## config.mk

```make
export PLATFORM = sky130hd
export DESIGN_NAME = brg_cgra_sdr_link_endpoint_flat
export DESIGN_NICKNAME = d
export VERILOG_FILES = /design/src/rtl/brg_cgra_sdr_link_endpoint_pkg.sv /design/src/rtl/brg_cgra_sdr_link_endpoint_if.sv /design/src/rtl/brg_cgra_sdr_link_endpoint_chk.sv /design/src/rtl/brg_cgra_sdr_link_endpoint_token_gen.sv /design/src/rtl/brg_cgra_sdr_link_endpoint.sv /design/src/flat_wrapper.sv
export SDC_FILE = /design/constraint.sdc
export NUM_CORES = 1
export LEC_CHECK = 0
export ABC_AREA = 1
export CORE_UTILIZATION = 25
export DETAILED_ROUTE_END_ITERATION = 10
export REMOVE_ABC_BUFFERS = 1
export SKIP_LAST_GASP = 1
export SLEW_MARGIN = 0
export SYNTH_ARGS = -nofsm -noshare
export SYNTH_HDL_FRONTEND = slang
export SYNTH_SLANG_ARGS = --single-unit
```

## constraint.sdc

```tcl
create_clock -name clk_i -period 11.5 [get_ports clk_i]
set_clock_uncertainty 0.05 [all_clocks]
set_input_delay 2.3 -clock clk_i [delete_from_list [all_inputs] [get_ports clk_i]]
set_output_delay 2.3 -clock clk_i [all_outputs]
set_load 0.05 [all_outputs]
```

## src/rtl/brg_cgra_sdr_link_endpoint_pkg.sv

```systemverilog
// Shared constants and helpers for the CGRA-side SDR link endpoint.
//   LG_FIFO_DEPTH_DEF : default log2 of the RX FIFO depth (= far-end credits)
//   LG_DECIMATION_DEF : default log2 of credits represented by one token
//   depth_f / tokens_f: turn the log2 parameters into counts
//   credit_t          : credit counter type for the default depth
package brg_cgra_sdr_link_endpoint_pkg;

    localparam int unsigned LG_FIFO_DEPTH_DEF = 32'd3;
    localparam int unsigned LG_DECIMATION_DEF = 32'd0;

    // Number of RX FIFO entries, which is also the far-end credit count.
    function automatic int unsigned depth_f(input int unsigned lg_depth);
        return 32'd1 << lg_depth;
    endfunction

    // Number of credits one token pulse is worth.
    function automatic int unsigned tokens_f(input int unsigned lg_decimation);
        return 32'd1 << lg_decimation;
    endfunction

    // The counter must be able to hold the full depth, hence one extra bit.
    typedef logic [LG_FIFO_DEPTH_DEF:0] credit_t;

endpackage

```

## src/rtl/brg_cgra_sdr_link_endpoint_if.sv

```systemverilog
// Bundle of link-side and core-side handshake signals of the endpoint.
// Signal suffixes are from the endpoint's point of view:
//   link_v_i/link_data_i   incoming link word      link_token_o  token to far end
//   link_v_o/link_data_o   outgoing link word      link_token_i  token from far end
//   core_v_o/core_data_o   RX word to core         core_yumi_i   core consumes RX head
//   core_v_i/core_data_i   TX word from core       core_ready_o  TX word accepted
// slave  : the endpoint.  master : whatever drives the link and the core side.
interface brg_cgra_sdr_link_endpoint_if #(
    parameter int unsigned width_p = 64
);
    logic               link_v_i;
    logic [width_p-1:0] link_data_i;
    logic               link_token_o;
    logic               link_v_o;
    logic [width_p-1:0] link_data_o;
    logic               link_token_i;
    logic               core_v_o;
    logic [width_p-1:0] core_data_o;
    logic               core_yumi_i;
    logic               core_v_i;
    logic [width_p-1:0] core_data_i;
    logic               core_ready_o;

    modport slave (
        input  link_v_i, link_data_i, link_token_i, core_yumi_i, core_v_i, core_data_i,
        output link_token_o, link_v_o, link_data_o, core_v_o, core_data_o, core_ready_o
    );

    modport master (
        output link_v_i, link_data_i, link_token_i, core_yumi_i, core_v_i, core_data_i,
        input  link_token_o, link_v_o, link_data_o, core_v_o, core_data_o, core_ready_o
    );
endinterface

```

## src/rtl/brg_cgra_sdr_link_endpoint_chk.sv

```systemverilog
// Protocol and parameter checker for the link endpoint; carries no logic.
//   clk_i, reset_i     : clock and synchronous reset (checks held off in reset)
//   rx_overflow_i      : link word arrived with the RX FIFO full and no dequeue
//   yumi_empty_i       : core_yumi_i while no RX word was presented
//   credit_overflow_i  : returned credits would exceed the far-end depth
module brg_cgra_sdr_link_endpoint_chk #(
    parameter int unsigned lg_fifo_depth_p                 = 3,
    parameter int unsigned lg_credit_to_token_decimation_p = 0
) (
    input logic clk_i,
    input logic reset_i,
    input logic rx_overflow_i,
    input logic yumi_empty_i,
    input logic credit_overflow_i
);
    // Both counts are powers of two, so the token size divides the depth
    // exactly when its log2 is not larger.
    generate
        if ((lg_fifo_depth_p < 32'd1) ||
            (lg_credit_to_token_decimation_p > lg_fifo_depth_p)) begin : g_param_err
            $error("brg_cgra_sdr_link_endpoint: token credits must divide FIFO depth (depth >= 2)");
        end
    endgenerate

    a_rx_overflow: assert property (@(posedge clk_i) disable iff (reset_i) !rx_overflow_i)
        else $error("brg_cgra_sdr_link_endpoint: RX FIFO overflow, link word dropped");

    a_yumi_empty: assert property (@(posedge clk_i) disable iff (reset_i) !yumi_empty_i)
        else $error("brg_cgra_sdr_link_endpoint: core_yumi_i with no RX word valid");

    a_credit_overflow: assert property (@(posedge clk_i) disable iff (reset_i) !credit_overflow_i)
        else $error("brg_cgra_sdr_link_endpoint: credit count exceeded far-end depth");
endmodule

```

## src/rtl/brg_cgra_sdr_link_endpoint_token_gen.sv

```systemverilog
// Token generator: counts consumption events and emits a one-cycle registered
// token pulse every 2^lg_decimation_p events.
//   clk_i, reset_i : clock and synchronous active-high reset
//   v_i            : one consumption event this cycle
//   token_o        : token pulse, one cycle after the event that completes a group
module brg_cgra_sdr_link_endpoint_token_gen #(
    parameter int unsigned lg_decimation_p = 0
) (
    input  logic clk_i,
    input  logic reset_i,
    input  logic v_i,
    output logic token_o
);
    logic token_d;
    logic token_q;

    generate
        if (lg_decimation_p == 32'd0) begin : g_direct
            // Every event is worth a whole token.
            always_comb begin
                token_d = v_i;
            end
        end else begin : g_count
            localparam int unsigned CNT_W = lg_decimation_p;
            logic [CNT_W-1:0] cnt_d;
            logic [CNT_W-1:0] cnt_q;

            // Token fires on the event that wraps the counter back to zero.
            always_comb begin
                cnt_d   = cnt_q;
                token_d = 1'b0;
                if (v_i) begin
                    cnt_d   = cnt_q + CNT_W'(1'b1);
                    token_d = (cnt_q == {CNT_W{1'b1}});
                end else begin
                    cnt_d   = cnt_q;
                    token_d = 1'b0;
                end
            end

            // Decimation counter state.
            always_ff @(posedge clk_i) begin
                if (reset_i) begin
                    cnt_q <= '0;
                end else begin
                    cnt_q <= cnt_d;
                end
            end
        end
    endgenerate

    // Registered pulse output.
    always_ff @(posedge clk_i) begin
        if (reset_i) begin
            token_q <= 1'b0;
        end else begin
            token_q <= token_d;
        end
    end

    assign token_o = token_q;
endmodule

```

## src/rtl/brg_cgra_sdr_link_endpoint.sv

```systemverilog
// CGRA-side endpoint for one SDR link direction pair.
// RX half buffers incoming link words for the core and returns tokens as the
// core consumes them; TX half tracks far-end credits, launches core words on
// the link and recovers credits from incoming tokens.
// Ports:
//   clk_i, reset_i : core clock, synchronous active-high reset
//   bus_if         : link and core handshakes (brg_cgra_sdr_link_endpoint_if.slave)
// Optional build macro BRG_CGRA_SDR_LINK_STATS_EN adds:
//   stat_tx_cnt_o  : accepted TX words, mod 2^32
//   stat_rx_cnt_o  : enqueued RX words, mod 2^32
//   err_o          : sticky RX overflow / credit overflow flag
module brg_cgra_sdr_link_endpoint
    import brg_cgra_sdr_link_endpoint_pkg::*;
#(
    parameter int unsigned width_p                         = 64,
    parameter int unsigned lg_fifo_depth_p                 = LG_FIFO_DEPTH_DEF,
    parameter int unsigned lg_credit_to_token_decimation_p = LG_DECIMATION_DEF
) (
    input logic clk_i,
    input logic reset_i,
    brg_cgra_sdr_link_endpoint_if.slave bus_if
`ifdef BRG_CGRA_SDR_LINK_STATS_EN
    ,
    output logic [31:0] stat_tx_cnt_o,
    output logic [31:0] stat_rx_cnt_o,
    output logic        err_o
`endif
);
    localparam int unsigned DEPTH         = depth_f(lg_fifo_depth_p);
    localparam int unsigned TOKEN_CREDITS = tokens_f(lg_credit_to_token_decimation_p);
    localparam int unsigned PTR_W         = lg_fifo_depth_p;
    localparam int unsigned CNT_W         = lg_fifo_depth_p + 32'd1;
    // One more bit so credits + a token's worth cannot wrap before the compare.
    localparam int unsigned CALC_W        = lg_fifo_depth_p + 32'd2;

    // ---------------- RX FIFO ----------------
    logic [width_p-1:0] mem_q [DEPTH];
    logic [PTR_W-1:0]   wptr_d, wptr_q;
    logic [PTR_W-1:0]   rptr_d, rptr_q;
    logic [CNT_W-1:0]   count_d, count_q;
    logic               full_s, empty_s, enq_s, deq_s;
    logic               rx_overflow_s, yumi_empty_s;

    assign full_s  = (count_q == CNT_W'(DEPTH));
    assign empty_s = (count_q == '0);
    assign deq_s   = bus_if.core_yumi_i & ~empty_s;
    // A dequeue in the same cycle frees the slot, so a full FIFO still accepts.
    assign enq_s   = bus_if.link_v_i & (~full_s | deq_s);
    assign rx_overflow_s = bus_if.link_v_i & full_s & ~deq_s;
    assign yumi_empty_s  = bus_if.core_yumi_i & empty_s;

    // FIFO pointer and occupancy next state.
    always_comb begin
        wptr_d  = wptr_q;
        rptr_d  = rptr_q;
        count_d = count_q;
        if (enq_s) begin
            wptr_d = wptr_q + PTR_W'(1'b1);
        end else begin
            wptr_d = wptr_q;
        end
        if (deq_s) begin
            rptr_d = rptr_q + PTR_W'(1'b1);
        end else begin
            rptr_d = rptr_q;
        end
        case ({enq_s, deq_s})
            2'b10:   count_d = count_q + CNT_W'(1'b1);
            2'b01:   count_d = count_q - CNT_W'(1'b1);
            default: count_d = count_q;
        endcase
    end

    // FIFO control registers.
    always_ff @(posedge clk_i) begin
        if (reset_i) begin
            wptr_q  <= '0;
            rptr_q  <= '0;
            count_q <= '0;
        end else begin
            wptr_q  <= wptr_d;
            rptr_q  <= rptr_d;
            count_q <= count_d;
        end
    end

    // FIFO storage; contents are don't-care until the pointers cover them.
    always_ff @(posedge clk_i) begin
        if (enq_s && !reset_i) begin
            mem_q[wptr_q] <= bus_if.link_data_i;
        end
    end

    assign bus_if.core_v_o    = ~empty_s;
    assign bus_if.core_data_o = mem_q[rptr_q];

    // Token return to the far end, one token per decimation group of dequeues.
    brg_cgra_sdr_link_endpoint_token_gen #(
        .lg_decimation_p (lg_credit_to_token_decimation_p)
    ) u_rx_token_gen (
        .clk_i   (clk_i),
        .reset_i (reset_i),
        .v_i     (deq_s),
        .token_o (bus_if.link_token_o)
    );

    // ---------------- TX path ----------------
    logic [CNT_W-1:0]   credits_d, credits_q;
    logic [CALC_W-1:0]  credit_sum_s;
    logic               credit_ovf_s;
    logic               ready_s, accept_s;
    logic               link_v_q;
    logic [width_p-1:0] link_data_q;

    // Ready is forced low during reset so nothing is accepted across it.
    assign ready_s  = (credits_q != '0) & ~reset_i;
    assign accept_s = bus_if.core_v_i & ready_s;

    // Credit update: a token and an accept in the same cycle both apply.
    always_comb begin
        credit_sum_s = {1'b0, credits_q};
        if (bus_if.link_token_i) begin
            credit_sum_s = credit_sum_s + CALC_W'(TOKEN_CREDITS);
        end else begin
            credit_sum_s = credit_sum_s;
        end
        if (accept_s) begin
            credit_sum_s = credit_sum_s - CALC_W'(1'b1);
        end else begin
            credit_sum_s = credit_sum_s;
        end
        credit_ovf_s = (credit_sum_s > CALC_W'(DEPTH));
        if (credit_ovf_s) begin
            credits_d = CNT_W'(DEPTH);
        end else begin
            credits_d = credit_sum_s[CNT_W-1:0];
        end
    end

    // Credit counter and registered outgoing link word.
    always_ff @(posedge clk_i) begin
        if (reset_i) begin
            credits_q   <= CNT_W'(DEPTH);
            link_v_q    <= 1'b0;
            link_data_q <= '0;
        end else begin
            credits_q <= credits_d;
            link_v_q  <= accept_s;
            if (accept_s) begin
                link_data_q <= bus_if.core_data_i;
            end
        end
    end

    assign bus_if.core_ready_o = ready_s;
    assign bus_if.link_v_o     = link_v_q;
    assign bus_if.link_data_o  = link_data_q;

`ifdef BRG_CGRA_SDR_LINK_STATS_EN
    logic [31:0] stat_tx_q;
    logic [31:0] stat_rx_q;
    logic        err_q;

    // Traffic counters and sticky protocol error flag.
    always_ff @(posedge clk_i) begin
        if (reset_i) begin
            stat_tx_q <= 32'd0;
            stat_rx_q <= 32'd0;
            err_q     <= 1'b0;
        end else begin
            stat_tx_q <= stat_tx_q + {31'd0, accept_s};
            stat_rx_q <= stat_rx_q + {31'd0, enq_s};
            err_q     <= err_q | rx_overflow_s | credit_ovf_s;
        end
    end

    assign stat_tx_cnt_o = stat_tx_q;
    assign stat_rx_cnt_o = stat_rx_q;
    assign err_o         = err_q;
`endif

    brg_cgra_sdr_link_endpoint_chk #(
        .lg_fifo_depth_p                 (lg_fifo_depth_p),
        .lg_credit_to_token_decimation_p (lg_credit_to_token_decimation_p)
    ) u_chk (
        .clk_i             (clk_i),
        .reset_i           (reset_i),
        .rx_overflow_i     (rx_overflow_s),
        .yumi_empty_i      (yumi_empty_s),
        .credit_overflow_i (credit_ovf_s)
    );
endmodule

```

## src/flat_wrapper.sv

```systemverilog
// flat-port wrapper written by rule: the top's interface ports become plain ports
module brg_cgra_sdr_link_endpoint_flat import brg_cgra_sdr_link_endpoint_pkg::*;
#(
    parameter int unsigned width_p                         = 64,
    parameter int unsigned lg_fifo_depth_p                 = LG_FIFO_DEPTH_DEF,
    parameter int unsigned lg_credit_to_token_decimation_p = LG_DECIMATION_DEF
)
  (clk_i, reset_i, bus_if_link_v_i, bus_if_link_data_i, bus_if_link_token_i, bus_if_core_yumi_i, bus_if_core_v_i, bus_if_core_data_i, bus_if_link_token_o, bus_if_link_v_o, bus_if_link_data_o, bus_if_core_v_o, bus_if_core_data_o, bus_if_core_ready_o);
  brg_cgra_sdr_link_endpoint_if #(.width_p(width_p)) bus_if_i ();
  input logic clk_i;
  input logic reset_i;
  input wire logic [$bits(bus_if_i.link_v_i)-1:0] bus_if_link_v_i;
  input wire logic [$bits(bus_if_i.link_data_i)-1:0] bus_if_link_data_i;
  input wire logic [$bits(bus_if_i.link_token_i)-1:0] bus_if_link_token_i;
  input wire logic [$bits(bus_if_i.core_yumi_i)-1:0] bus_if_core_yumi_i;
  input wire logic [$bits(bus_if_i.core_v_i)-1:0] bus_if_core_v_i;
  input wire logic [$bits(bus_if_i.core_data_i)-1:0] bus_if_core_data_i;
  output wire logic [$bits(bus_if_i.link_token_o)-1:0] bus_if_link_token_o;
  output wire logic [$bits(bus_if_i.link_v_o)-1:0] bus_if_link_v_o;
  output wire logic [$bits(bus_if_i.link_data_o)-1:0] bus_if_link_data_o;
  output wire logic [$bits(bus_if_i.core_v_o)-1:0] bus_if_core_v_o;
  output wire logic [$bits(bus_if_i.core_data_o)-1:0] bus_if_core_data_o;
  output wire logic [$bits(bus_if_i.core_ready_o)-1:0] bus_if_core_ready_o;
  assign bus_if_i.link_v_i = bus_if_link_v_i;
  assign bus_if_i.link_data_i = bus_if_link_data_i;
  assign bus_if_i.link_token_i = bus_if_link_token_i;
  assign bus_if_i.core_yumi_i = bus_if_core_yumi_i;
  assign bus_if_i.core_v_i = bus_if_core_v_i;
  assign bus_if_i.core_data_i = bus_if_core_data_i;
  assign bus_if_link_token_o = bus_if_i.link_token_o;
  assign bus_if_link_v_o = bus_if_i.link_v_o;
  assign bus_if_link_data_o = bus_if_i.link_data_o;
  assign bus_if_core_v_o = bus_if_i.core_v_o;
  assign bus_if_core_data_o = bus_if_i.core_data_o;
  assign bus_if_core_ready_o = bus_if_i.core_ready_o;
  brg_cgra_sdr_link_endpoint #(.width_p(width_p), .lg_fifo_depth_p(lg_fifo_depth_p), .lg_credit_to_token_decimation_p(lg_credit_to_token_decimation_p)) u_core (.clk_i(clk_i), .reset_i(reset_i), .bus_if(bus_if_i));
endmodule
```

==> results_dict.tcl <==
set metrics [dict create \
    regToRegSetupSlack_ns 8.62 \
    die-area_mm2 0.0934 \
    avgSynthCellArea_um2 12.2 \
    antenna_found_initial 3 \
    clk_pin_slew_worst_paths_ns 0.06 \
    reg2reg_from "u_core.count_q[0]" \
    start_util 0.254 \
    ys_warn_count 0 \
    core-area_mm2 0.0907 \
    cts_buffers 70 \
    insertion_delay_ns 0.60 \
    crit_required_ns 9.15 \
    synth_top_family_by_area "simple AND/OR/NAND/NOR gates" \
    finalCritPeriodShare 0.567 \
    synthCells 1886 \
    hold_depth 2 \
    met2_usage 0.195 \
    worst_slew_pin_slew_ns 1.15 \
    drc 0 \
    yosysTopAreaCell "edfxtp_1" \
    regArea_mm2 0.0170 \
    drive_gt1_frac 0.0676 \
    clock_path_buffers 3 \
    grt.total_usage 0.119 \
    synth-compound-area-share 0.0805 \
    fmax_ghz 0.153 \
    reg2reg_depth 8 \
    multi_input_area_mm2 0.00535 \
    top_level_ports 266 \
    synthXorXnorAreaFrac 0.000380 \
    top_usage_layer "met2" \
    muxShareOfSynthArea 0 \
    die_h_um 306 \
    crit_type "register to output port" \
    ys_ff_latch 595 \
    ys_types 24 \
    post_cts_resized 0 \
    grt_max_degree 101 \
    portBuffers 265 \
    nNetsFinal 2274 \
    yosys.area_share.adder 0.00467 \
    hold_path_end "u_core.bus_if.link_data_o[20]" \
    n_fill_cell 9003 \
    synthTopCellsByArea "edfxtp_1, dfxtp_1, nor2_1, nand2_1, o32ai_1" \
    synth_seq_area_share 0.739 \
    powerDensity_mw_per_mm2 213 \
    hold_viol 0 \
    grt_setup_unrepaired "false" \
    crit_fanout 80 \
    gp_congestion 0.696 \
    synth_simple_gate_area_frac 0.144 \
    synth_ff_type "edfxtp_1" \
    synth_top_cell_area_share 0.667 \
    drt_iter0_markers 1015 \
    cts_setup_buffers 0 \
    h-tree-depth 3 \
    grt_first_pass_wirelength_um 85800 \
    drtPass1Iterations 4 \
    cts_tree "done" \
    async_flop_share 0 \
    critPathArrivalTime_ns 4.17 \
    grt_overflow 0 \
    wire_per_inst_um 16.8 \
    min_period_ns 6.52 \
    clkSinkCount 595 \
    yosysMostFrequentCell "edfxtp_1" \
    worst_slack_ns 4.98 \
    cts_root_buffer "clkbuf_16" \
    outcome "finished, final reports clean" \
    slew_headroom 0.233 \
    viasPerCell 4.46 \
    p_leak_nw 10.1 \
    die_w_um 306 \
    syn_to_final_growth_pct 26.4 \
    netlist_top_cells_count "edfxtp_1, nor2_1, nand2_1" \
    row_count 110 \
    synth-edff-count 512 \
    critPathCaptureType "output port" \
    finalMaxSlewViolations 0 \
    cp-start-kind "register" \
    hold_class "register to register" \
    min_from "u_core.bus_if.link_data_o[20]" \
    dp_hpwl_um 30700 \
    ir_drop_mv 0.102 \
    grtUsageMet3 0.0347 \
    synth_area_mm2 0.0230 \
    met1_usage 0.149 \
    vias 15000 \
    final_util 0.321 \
    wl_um 56400 \
    setup_viol 0 \
    grt_pass1_vias 14900 \
    cap_violations 0 \
    pre_cts_ws_ns 5.10 \
    cts_hold_buf 0 \
    reg2reg_to "u_core.mem_q[5][16]" \
    detail-route-antenna-nets 0 \
]
-- worst max path at each step --
stage | depth (start not counted) | startpoint | end | slack [ns]
after floorplan | 5 | register | bus_if_core_data_o[0] | -1.42
after global placement | 5 | reset_i | bus_if_core_ready_o | 5.07
after detailed placement | 5 | reset_i | bus_if_core_ready_o | 5.10
after CTS | 7 | register | bus_if_core_data_o[3] | 4.95
after global routing | 7 | register | bus_if_core_data_o[37] | 4.73
final | 7 | register | bus_if_core_data_o[37] | 4.98
-- worst max-delay path, cell delays in order (launching register included) --
cell,delay (ns)
dfxtp_4,0.57
buf_4,0.73
buf_4,0.67
nor2_1,0.12
o32ai_1,0.29
nand2_1,0.08
nand2_1,0.15
clkdlybuf4s50_1,0.82
-- registers in the layout, summed over array words and instances, names as in the netlist, named ones only --
| signal | cells |
|---|---|
| u_core.wptr_q | 3 |
| u_core.credits_q | 4 |
| u_core.mem_q | 512 |
| u_core.count_q | 4 |
| u_core.u_rx_token_gen.token_o | 1 |
| u_core.bus_if.link_data_o | 64 |
| u_core.rptr_q | 3 |
| u_core.bus_if.link_v_o | 1 |
-- cells by family (layout without fill, tap and decap cells) --
family / after synthesis / in the layout
fa+ha+maj: 8 / 8
buf+inv: 153 / 455
xor+xnor: 1 / 1
simple gates: 855 / 855
other cells: 0 / 1
compound gates: 274 / 274
flops: 595 / 595
-- power breakdown --
part	switching (mW)	internal (mW)
Clock	0.869	1.29
Sequential	0.0606	2.41
Combinational	1.07	0.497
-- cell type report --
class / count / share of cell area
diodes: 1 / 0.0000859
repair buffers: 293 / 0.0983
clock buffers: 89 / 0.0651
flip-flops and latches: 595 / 0.585
clock inverters: 39 / 0.0122
inverters: 34 / 0.00468
multi-input cells: 1138 / 0.184
well taps: 1176 / 0.0505
-- cells in the final DEF (no fill, tap or decap) --
cell type	netlist	final
o21ai_0	137	137
nor3_1	5	1
nor3_2	0	4
clkinv_2	0	12
nand2_1	360	360
inv_6	0	7
clkbuf_1	56	13
inv_1	32	30
clkinv_8	0	1
edfxtp_1	512	512
inv_2	1	2
clkbuf_8	0	3
clkbuf_2	0	1
nand3_2	0	1
buf_4	2	28
clkinv_1	1	11
nor2_1	408	404
nor2_4	0	4
a21oi_1	8	8
bufinv_16	0	5
o32ai_1	128	128
nand3_1	76	75
clkinvlp_4	0	2
clkdlybuf4s50_1	0	265
dfxtp_1	83	80
clkinv_4	0	2
inv_8	0	1
fa_1	1	1
ha_1	7	7
xor2_1	1	1
dfxtp_4	0	3
nand4_1	5	5
and3_1	1	1
a211oi_1	1	1
clkbuf_16	0	72
diode_2	0	1
-- routing by layer --
layer / vias to the layer above / share of wire
li1: 7237 / -
met1: 7285 / 0.44
met2: 409 / 0.46
met3: 83 / 0.071
met4: 4 / 0.023
met5: - / 0.00046
-- per-stage QoR --
step | instance area (um^2) | TNS, ns | cells | power (mW) | hold slack (ns)
detailed placement | 26900 | 0 | 3236 | 4.10 | 0.408
floorplan | 22500 | -90.71 | 1767 | 3.58 | 0.398
CTS | 29100 | 0 | 3364 | 6.28 | 0.416
global route | 29100 | 0 | 3364 | 6.48 | 0.431
finish | 29100 | 0 | 3365 | 6.19 | 0.412
global placement | 26900 | 0 | 3236 | 4.09 | 0.401
Power figures use the tool's default switching activity.
